### config.mk
export PLATFORM = sky130hd
export DESIGN_NAME = instr_fetch_flat
export DESIGN_NICKNAME = d
export VERILOG_FILES = /design/src/rtl/cpu_pkg.sv /design/src/rtl/instr_fetch_if.sv /design/src/rtl/instr_fetch_predecode.sv /design/src/rtl/instr_fetch.sv /design/src/flat_wrapper.sv
export SDC_FILE = /design/constraint.sdc
export NUM_CORES = 1
export LEC_CHECK = 0
export CORE_MARGIN = 3
export CORE_UTILIZATION = 30
export DETAILED_ROUTE_END_ITERATION = 12
export GPL_ROUTABILITY_DRIVEN = 0
export GPL_TIMING_DRIVEN = 0
export HOLD_SLACK_MARGIN = 0.06
export PLACE_DENSITY = 0.66
export SYNTH_ARGS = -nofsm -noshare
export SYNTH_HDL_FRONTEND = slang
export SYNTH_HIERARCHICAL = 1
export SYNTH_SLANG_ARGS = --single-unit
### constraint.sdc
create_clock -name clk -period 4.5 [get_ports clk]
set_input_delay 0.9 -clock clk [delete_from_list [all_inputs] [get_ports clk]]
set_output_delay 0.9 -clock clk [all_outputs]
set_load 0.005 [all_outputs]
### src/rtl/cpu_pkg.sv
// Shared CPU definitions: opcode encodings, PC width and the fetch state type.
package cpu_pkg;

    localparam int PC_W = 10;

    localparam logic [5:0] OP_JMP = 6'b010101;
    localparam logic [5:0] OP_JAL = 6'b010110;
    localparam logic [5:0] OP_JST = 6'b010111;
    localparam logic [5:0] OP_HLT = 6'b010010;
    localparam logic [5:0] OP_BEQ = 6'b010011;
    localparam logic [5:0] OP_BNE = 6'b010100;

    typedef enum logic [1:0] {
        START = 2'd0,
        FETCH = 2'd1,
        HALT  = 2'd2
    } fetch_state_t;

endpackage

### src/rtl/instr_fetch_if.sv
// Fetch-stage bus: instruction memory port, decode handshake and redirect path.
interface instr_fetch_if #(
    parameter int PC_W = cpu_pkg::PC_W
);
    import cpu_pkg::*;

    logic [PC_W-1:0] mem_addr;
    logic [31:0]     mem_rdata;
    logic [31:0]     instr;
    logic [PC_W-1:0] instr_pc;
    logic            instr_valid;
    logic            instr_ready;
    logic            redirect;
    logic [PC_W-1:0] redirect_pc;
    logic            halted;

    // Fetch side: drives the memory address and the instruction to decode.
    modport master (
        output mem_addr, instr, instr_pc, instr_valid, halted,
        input  mem_rdata, instr_ready, redirect, redirect_pc
    );

    // Memory/decode side.
    modport slave (
        input  mem_addr, instr, instr_pc, instr_valid, halted,
        output mem_rdata, instr_ready, redirect, redirect_pc
    );

endinterface

### src/rtl/instr_fetch_predecode.sv
// Combinational pre-decode of the word returned by instruction memory:
// resolves jmp/jal targets and hlt locally so they cost no bubbles.
module fetch_predecode #(
    parameter int PC_W = cpu_pkg::PC_W
) (
    input  logic [31:0]     mem_rdata,
    input  logic [PC_W-1:0] fetch_pc,
    output logic            is_jump,
    output logic            is_halt,
    output logic [PC_W-1:0] next_pc
);
    import cpu_pkg::*;

    logic [5:0] opcode;
    logic       target_hi_unused;

    assign opcode = mem_rdata[31:26];

    // Target bits above the PC width are dropped; keep them visibly consumed.
    assign target_hi_unused = ^mem_rdata[25:PC_W];

    // Next fetch address: jump target, hold on halt, else sequential (wraps).
    always_comb begin
        is_jump = (opcode == OP_JMP) || (opcode == OP_JAL);
        is_halt = (opcode == OP_HLT);
        next_pc = fetch_pc + 1'b1;
        if (is_jump) begin
            next_pc = mem_rdata[PC_W-1:0];
        end else if (is_halt) begin
            next_pc = fetch_pc;
        end
    end

endmodule

### src/rtl/instr_fetch.sv
// Instruction fetch stage: owns the PC, captures the memory word into the
// instruction register and hands it to decode with valid/ready.
module instr_fetch #(
    parameter int              PC_W     = cpu_pkg::PC_W,
    parameter logic [PC_W-1:0] RESET_PC = '0
) (
    input  logic           clk,
    input  logic           reset,
    instr_fetch_if.master  bus
);
    import cpu_pkg::*;

    fetch_state_t    state;
    fetch_state_t    state_nxt;

    logic [PC_W-1:0] fetch_pc_p0;
    logic [31:0]     instr_p1;
    logic [PC_W-1:0] instr_pc_p1;
    logic            vld_p1;

    logic            load;
    logic            take_redirect;
    logic            is_halt;
    logic            is_jump_unused;
    logic [PC_W-1:0] next_pc;

    fetch_predecode #(.PC_W(PC_W)) u_predecode (
        .mem_rdata (bus.mem_rdata),
        .fetch_pc  (fetch_pc_p0),
        .is_jump   (is_jump_unused),
        .is_halt   (is_halt),
        .next_pc   (next_pc)
    );

    // Redirect is meaningless before the first memory read has completed.
    assign take_redirect = bus.redirect && (state != START);

    // Capture a new word when the register is empty or being drained.
    assign load = (state == FETCH) && !bus.redirect && (!vld_p1 || bus.instr_ready);

    // State register.
    always_ff @(posedge clk) begin
        if (reset) begin
            state <= START;
        end else begin
            state <= state_nxt;
        end
    end

    // Next-state logic: a fetched hlt parks the FSM until a redirect.
    always_comb begin
        state_nxt = state;
        case (state)
            START:   state_nxt = FETCH;
            FETCH:   if (load && is_halt) state_nxt = HALT;
            HALT:    if (bus.redirect) state_nxt = FETCH;
            default: state_nxt = START;
        endcase
    end

    // ---- stage p0 -> p1: PC update and instruction capture ----
    // Redirect squashes the held word; load captures; a bare accept empties.
    always_ff @(posedge clk) begin
        if (reset) begin
            fetch_pc_p0 <= RESET_PC;
            instr_p1    <= '0;
            instr_pc_p1 <= '0;
            vld_p1      <= 1'b0;
        end else if (take_redirect) begin
            fetch_pc_p0 <= bus.redirect_pc;
            vld_p1      <= 1'b0;
        end else if (load) begin
            instr_p1    <= bus.mem_rdata;
            instr_pc_p1 <= fetch_pc_p0;
            vld_p1      <= 1'b1;
            fetch_pc_p0 <= next_pc;
        end else if (vld_p1 && bus.instr_ready) begin
            vld_p1      <= 1'b0;
        end
    end

    assign bus.mem_addr    = fetch_pc_p0;
    assign bus.instr       = instr_p1;
    assign bus.instr_pc    = instr_pc_p1;
    assign bus.instr_valid = vld_p1;
    assign bus.halted      = (state == HALT) && !vld_p1;

endmodule

### src/flat_wrapper.sv
// flat-port wrapper written by rule: the top's interface ports become plain ports
module instr_fetch_flat import cpu_pkg::*;
#(
    parameter int              PC_W     = cpu_pkg::PC_W,
    parameter logic [PC_W-1:0] RESET_PC = '0
)
  (clk, reset, bus_mem_addr, bus_instr, bus_instr_pc, bus_instr_valid, bus_halted, bus_mem_rdata, bus_instr_ready, bus_redirect, bus_redirect_pc);
  instr_fetch_if #(.PC_W(PC_W)) bus_i ();
  input  logic clk;
  input  logic reset;
  output wire logic [$bits(bus_i.mem_addr)-1:0] bus_mem_addr;
  output wire logic [$bits(bus_i.instr)-1:0] bus_instr;
  output wire logic [$bits(bus_i.instr_pc)-1:0] bus_instr_pc;
  output wire logic [$bits(bus_i.instr_valid)-1:0] bus_instr_valid;
  output wire logic [$bits(bus_i.halted)-1:0] bus_halted;
  input wire logic [$bits(bus_i.mem_rdata)-1:0] bus_mem_rdata;
  input wire logic [$bits(bus_i.instr_ready)-1:0] bus_instr_ready;
  input wire logic [$bits(bus_i.redirect)-1:0] bus_redirect;
  input wire logic [$bits(bus_i.redirect_pc)-1:0] bus_redirect_pc;
  assign bus_mem_addr = bus_i.mem_addr;
  assign bus_instr = bus_i.instr;
  assign bus_instr_pc = bus_i.instr_pc;
  assign bus_instr_valid = bus_i.instr_valid;
  assign bus_halted = bus_i.halted;
  assign bus_i.mem_rdata = bus_mem_rdata;
  assign bus_i.instr_ready = bus_instr_ready;
  assign bus_i.redirect = bus_redirect;
  assign bus_i.redirect_pc = bus_redirect_pc;
  instr_fetch #(.PC_W(PC_W), .RESET_PC(RESET_PC)) u_core (.clk(clk), .reset(reset), .bus(bus_i));
endmodule
Word-level counts from Yosys, hierarchy flattened --
Index checks and enable logic that the tools add are counted.
Operators by class: add/subtract/negate cells 1, eq/ne operators 8, multiplexer cells 9, bitwise operators 1, reductions and logical operators 18
Operators with widths (number):
- $mux 10 | 4
- $eq 6x5->1 const B | 3
- $add 10x1->10 const B | 1
- $logic_and 1x1->1 | 6
- $pmux 2 s3 | 1
- $reduce_and 2->1 | 3
- $reduce_bool 2->1 | 3
- $mux 2 | 2
- $ne 2x2->1 const B | 2
- $ne 3x2->1 const B | 1
- $eq 2x1->1 const B | 1
- $eq 2x2->1 const B | 1
- $logic_not 1->1 | 2
- $logic_not 2->1 | 1
- $logic_or 1x1->1 | 2
- $mux 1 | 2
- $reduce_or 2->1 | 1
- $not 1->1 | 1
Word-level totals: register bits 55, bits of input ports 46, output and inout bits 54, logic and storage cells 42

Depth between registers and ports, before layout --
depth after elaboration 6, gate-level depth with buffers 7, depth with buffers taken out 7

Modules after synthesis --
Netlist, hierarchy kept.
Modules (own cells, without submodules):
- instr_fetch | instances 1, cells each 282, area an instance 2446.1 um^2, sequential area each 1101.1 um^2
- fetch_predecode | instances 1, cells each 52, area an instance 339.1 um^2, sequential area each 0.0 um^2

Worst setup path before layout --
No wires, ideal clock.
kind input -> register, start point input port bus_mem_rdata[31], end point register u_core.fetch_pc_p0[5] (netlist: u_core/bus.mem_addr[5]), setup time 0.091 ns, arrival time 1.998 ns, required time 4.409 ns, setup slack 2.411 ns, cell stages on the path 7, buffers on the path 0, cells stage by stage nor3b_4 a21oi_2 and3_1 xnor2_1 o21ai_1 nand4_1 a311oi_1
Between the ends: longest elaborated chain between the ends 5, elaborated cells on any way between the ends 9, those cells by class eq/ne: 4; mux: 3; reduce/logical: 2
RTL lines:
- start, declared | RTL line flat_wrapper.sv:16 | input wire logic [$bits(bus_i.mem_rdata)-1:0] bus_mem_rdata;
- $eq 6x5->1 | RTL line instr_fetch_predecode.sv:24 | is_jump = (opcode == OP_JMP) || (opcode == OP_JAL);
- $logic_or 1x1->1 * | RTL line instr_fetch_predecode.sv:24
- $mux 10 * | RTL line instr_fetch_predecode.sv:27 | if (is_jump) begin
- via u_core.next_pc[5] | RTL line instr_fetch.sv:25 | logic [PC_W-1:0] next_pc;
- $mux 10 * | RTL line instr_fetch.sv:72 | end else if (load) begin
- $mux 10 * | RTL line instr_fetch.sv:69 | end else if (take_redirect) begin
- end signal, assigned | RTL line instr_fetch.sv:70 | fetch_pc_p0 <= bus.redirect_pc;
- end signal, assigned | RTL line instr_fetch.sv:76 | fetch_pc_p0 <= next_pc;
- end, declared | RTL line instr_fetch.sv:16 | logic [PC_W-1:0] fetch_pc_p0;
Mark *: on every way through the listed nets, which the timed path passes. The rest lies on a longest branch. The select of a mux whose other input is x is not followed. A chain may end at the register's enable or synchronous reset.

Final worst setup path --
start point register u_core.state[1], end point output port bus_halted
Between the ends: longest elaborated chain between the ends 2
RTL lines:
- start, declared | RTL line instr_fetch.sv:13 | fetch_state_t state;
- start signal, assigned | RTL line instr_fetch.sv:46 | state <= state_nxt;
- $eq 2x2->1 | RTL line instr_fetch.sv:86 | assign bus.halted = (state == HALT) && !vld_p1;
- $logic_and 1x1->1 | RTL line instr_fetch.sv:86
- end, declared | RTL line flat_wrapper.sv:15 | output wire logic [$bits(bus_i.halted)-1:0] bus_halted;
No other way between the ends.

==> results.toml <==
[yosys]
synth_top_area_share_pct = 39.5
synth_cell_types = 33
synthCells = 334
netlist_top_cells_area = "dfxtp_1, o31ai_1, nand4_1, a21oi_1, a311oi_1"
ys.flop_type = "dfxtp_1"
syn-cell-area_um2 = 2790
synth_area_leader_cell = "dfxtp_1"
yosysMostFrequentCell = "nand4_1"
ys_seq_area_share_pct = 39.5
synth_nets = 381
yosys_warnings = 6
synth_edf_count = 0
synth_area_per_cell_um2 = 8.34
synth_seq_cells = 55
synth_common_cells = "nand4_1, dfxtp_1, o31ai_1, a21oi_1, clkbuf_1"
synthArstFlopShare_pct = 0

[final_layout]
multi_input_area_um2 = 1470
nNetsFinal = 486
final_util_pct = 45.1
regArea_um2 = 1100
syn_to_final_growth_pct = 43.1
drive_gt1_share_pct = 7.27
n_antenna_cell = 0
num-fill-cells = 893

[floorplan]
fp.coreArea_um2 = 8850
rows = 34
die_w_um = 102
die_height_um = 102
die-area_um2 = 10500
ios = 100
start_util_pct = 31.5

[power]
swShare_pct = 27.8
p_int_uw = 731
p_leak_uw = 0.00136
switching_power_uw = 282
power_frac_comb_pct = 19.7
clockPowerShare_pct = 27.4
irDropWorstVdd_mv = 0.113
p_seq_share_pct = 52.9
power_density_nw_per_um2 = 254

[sta]
postLayoutSetupSlackWorst_ns = 1.39
drv_slew = 0
fin_crit_sh_pct = 69.0
finalClockSkew_ns = 0.00715
setup_viol = 0
tightestPinTransition_ns = 0.579
max_freq_ghz = 0.322
timing_hold_violations_final = 0
rsz0062_at_grt = "false"
setup-tns-final_ns = 0
fin_crit_ns = 3.11
max_slew_margin_pct = 61.4

[worst_setup_path]
crit_type = "reg2out"
crit_slowest_cell = "clkdlybuf4s50_1"
cp.required_ns = 3.60
worst_ep_arrival_time_ns = 2.21
critPathMaxStageDelay_ns = 0.54
cp-start-kind = "flop"
path_cells = "buf_2 > inv_1 > buf_2 > buf_1 > nor3_1 > clkdlybuf4s50_1"
cp-end-kind = "primary output"
crit_fanout = 10
crit_top_cell = "buf_2"
r2r_setup_slack_ns = 2.67

[clock_network]
cts.sinks = 55
ctsRootBufferMaster = "clkbuf_8"
cts_buffer_depth = 2
ctsHoldBuffers = 0
cts_tree = "yes"
h-tree-depth = 2
post_cts_buffers = 0
path_clk_slew_ns = 0.10
numCtsBuffers = 5
clock_latency_ns = 0.31
cts_resized = 0

[detailed_routing]
viasPerCell = 5.65
dr.first_iter.drc_count = 347
vias = 3097
wl_met2_um = 4480
drt-total-wl_um = 9630
drc = 0
met3_length_um = 807
m1WireLength_um = 4320
final_antenna_net_count = 0
dr.max_layer_used = "met4"
dr.pass1.iters = 4
wl_per_cell_um = 17.6

[global_route]
grt_pass1_wl_um = 15100
antenna_found_initial = 0
grt_pass1_vias = 3007
grt_usage_pct = 17.9
grt-ovfl-total = 0
grt_max_degree = 17

[place]
port_buffers = 98
dpl_worst_slack_ns = 1.71
hpwl_um = 7090

[status]
status = "finished clean"

[flow_run]
cap_violations = 0

[worst_hold_path]
hold_class = "reg2reg"
-- critical path: cells and delay by family, from the launching register on --
kind / cells / cell delay [ns]
buf+inv: 5 / 1.31
flops: 1 / 0.31
simple gates: 1 / 0.27
-- power by group through the flow --
stage,combinational (µW),sequential [µW],clock [µW]
after global placement,196,546,0
final,199,535,278
after detailed placement,198,546,0
after CTS,199,535,284
after floorplan,83.9,542,0
after global routing,217,539,299
-- metal layers --
| metal | up-vias | global-route usage, % |
|---|---|---|
| met1 | 1475 | 24.4 |
| met5 | - | 0 |
| met2 | 123 | 29.7 |
| li1 | 1497 | - |
| met4 | 0 | 1.61 |
| met3 | 2 | 4.64 |
-- cell families after synthesis --
family                   synth area share, %
multiplexers                           0.359
AO/OA/AOI/OAI                           28.2
flip-flops                              39.5
AND/OR/NAND/NOR                         20.5
adder cells (fa/ha/maj)                0.449
XOR/XNOR                                3.14
buffers and inverters                   7.86
-- metrics by stage --
step | cell area [µm²] | instances | hold WS, ns | power [µW]
CTS | 3990 | 548 | 0.479 | 1020
detailed placement | 3900 | 540 | 0.462 | 745
finish | 3990 | 548 | 0.474 | 1010
global placement | 3900 | 540 | 0.453 | 742
global route | 3990 | 548 | 0.500 | 1050
floorplan | 2790 | 334 | 0.465 | 626
-- placed cells by master, fill, tap and decap left out, types with 2 or more instances in the layout --
cell	n
a21oi_1	50
a311oi_1	11
and3_1	2
buf_1	4
buf_2	15
clkbuf_1	25
clkbuf_8	5
clkdlybuf4s50_1	98
clkinv_2	2
dfxtp_1	55
inv_1	4
nand2_1	6
nand2b_1	3
nand3_2	2
nand4_1	56
nor2_1	17
nor2b_1	2
nor3b_1	2
o21ai_0	2
o21ai_1	4
o31ai_1	52
xnor2_1	3
xor2_1	7
-- path summary, 6_finish.rpt --
path | cells past startpoint | from | endpoint
worst max-delay path | 6 | u_core/state[1] | bus_halted
worst min-delay path | 2 | u_core/bus.instr_pc[0] | u_core/bus.instr_pc[0]
worst max register to register | 7 | u_core/bus.mem_addr[0] | u_core/bus.mem_addr[8]
worst min register to register | 2 | u_core/bus.instr_pc[0] | u_core/bus.instr_pc[0]
-- area by class of cell --
cell class | count | share of cell area (%)
Inverter | 5 | 0.502
Sequential cell | 55 | 27.6
Tap cell | 108 | 3.39
Timing Repair Buffer | 98 | 24.6
Buffer | 45 | 4.99
Multi-Input combinational cell | 229 | 36.8
Clock inverter | 2 | 0.314
Clock buffer | 6 | 1.82
-- state kept, by name, summed over array words and instances (netlist names) --
signal / flops
u_core/state: 2
u_core/bus.instr: 32
u_core/bus.mem_addr: 10
u_core/bus.instr_valid: 1
u_core/bus.instr_pc: 10
Note: power is estimated with default switching activity, not from simulation.
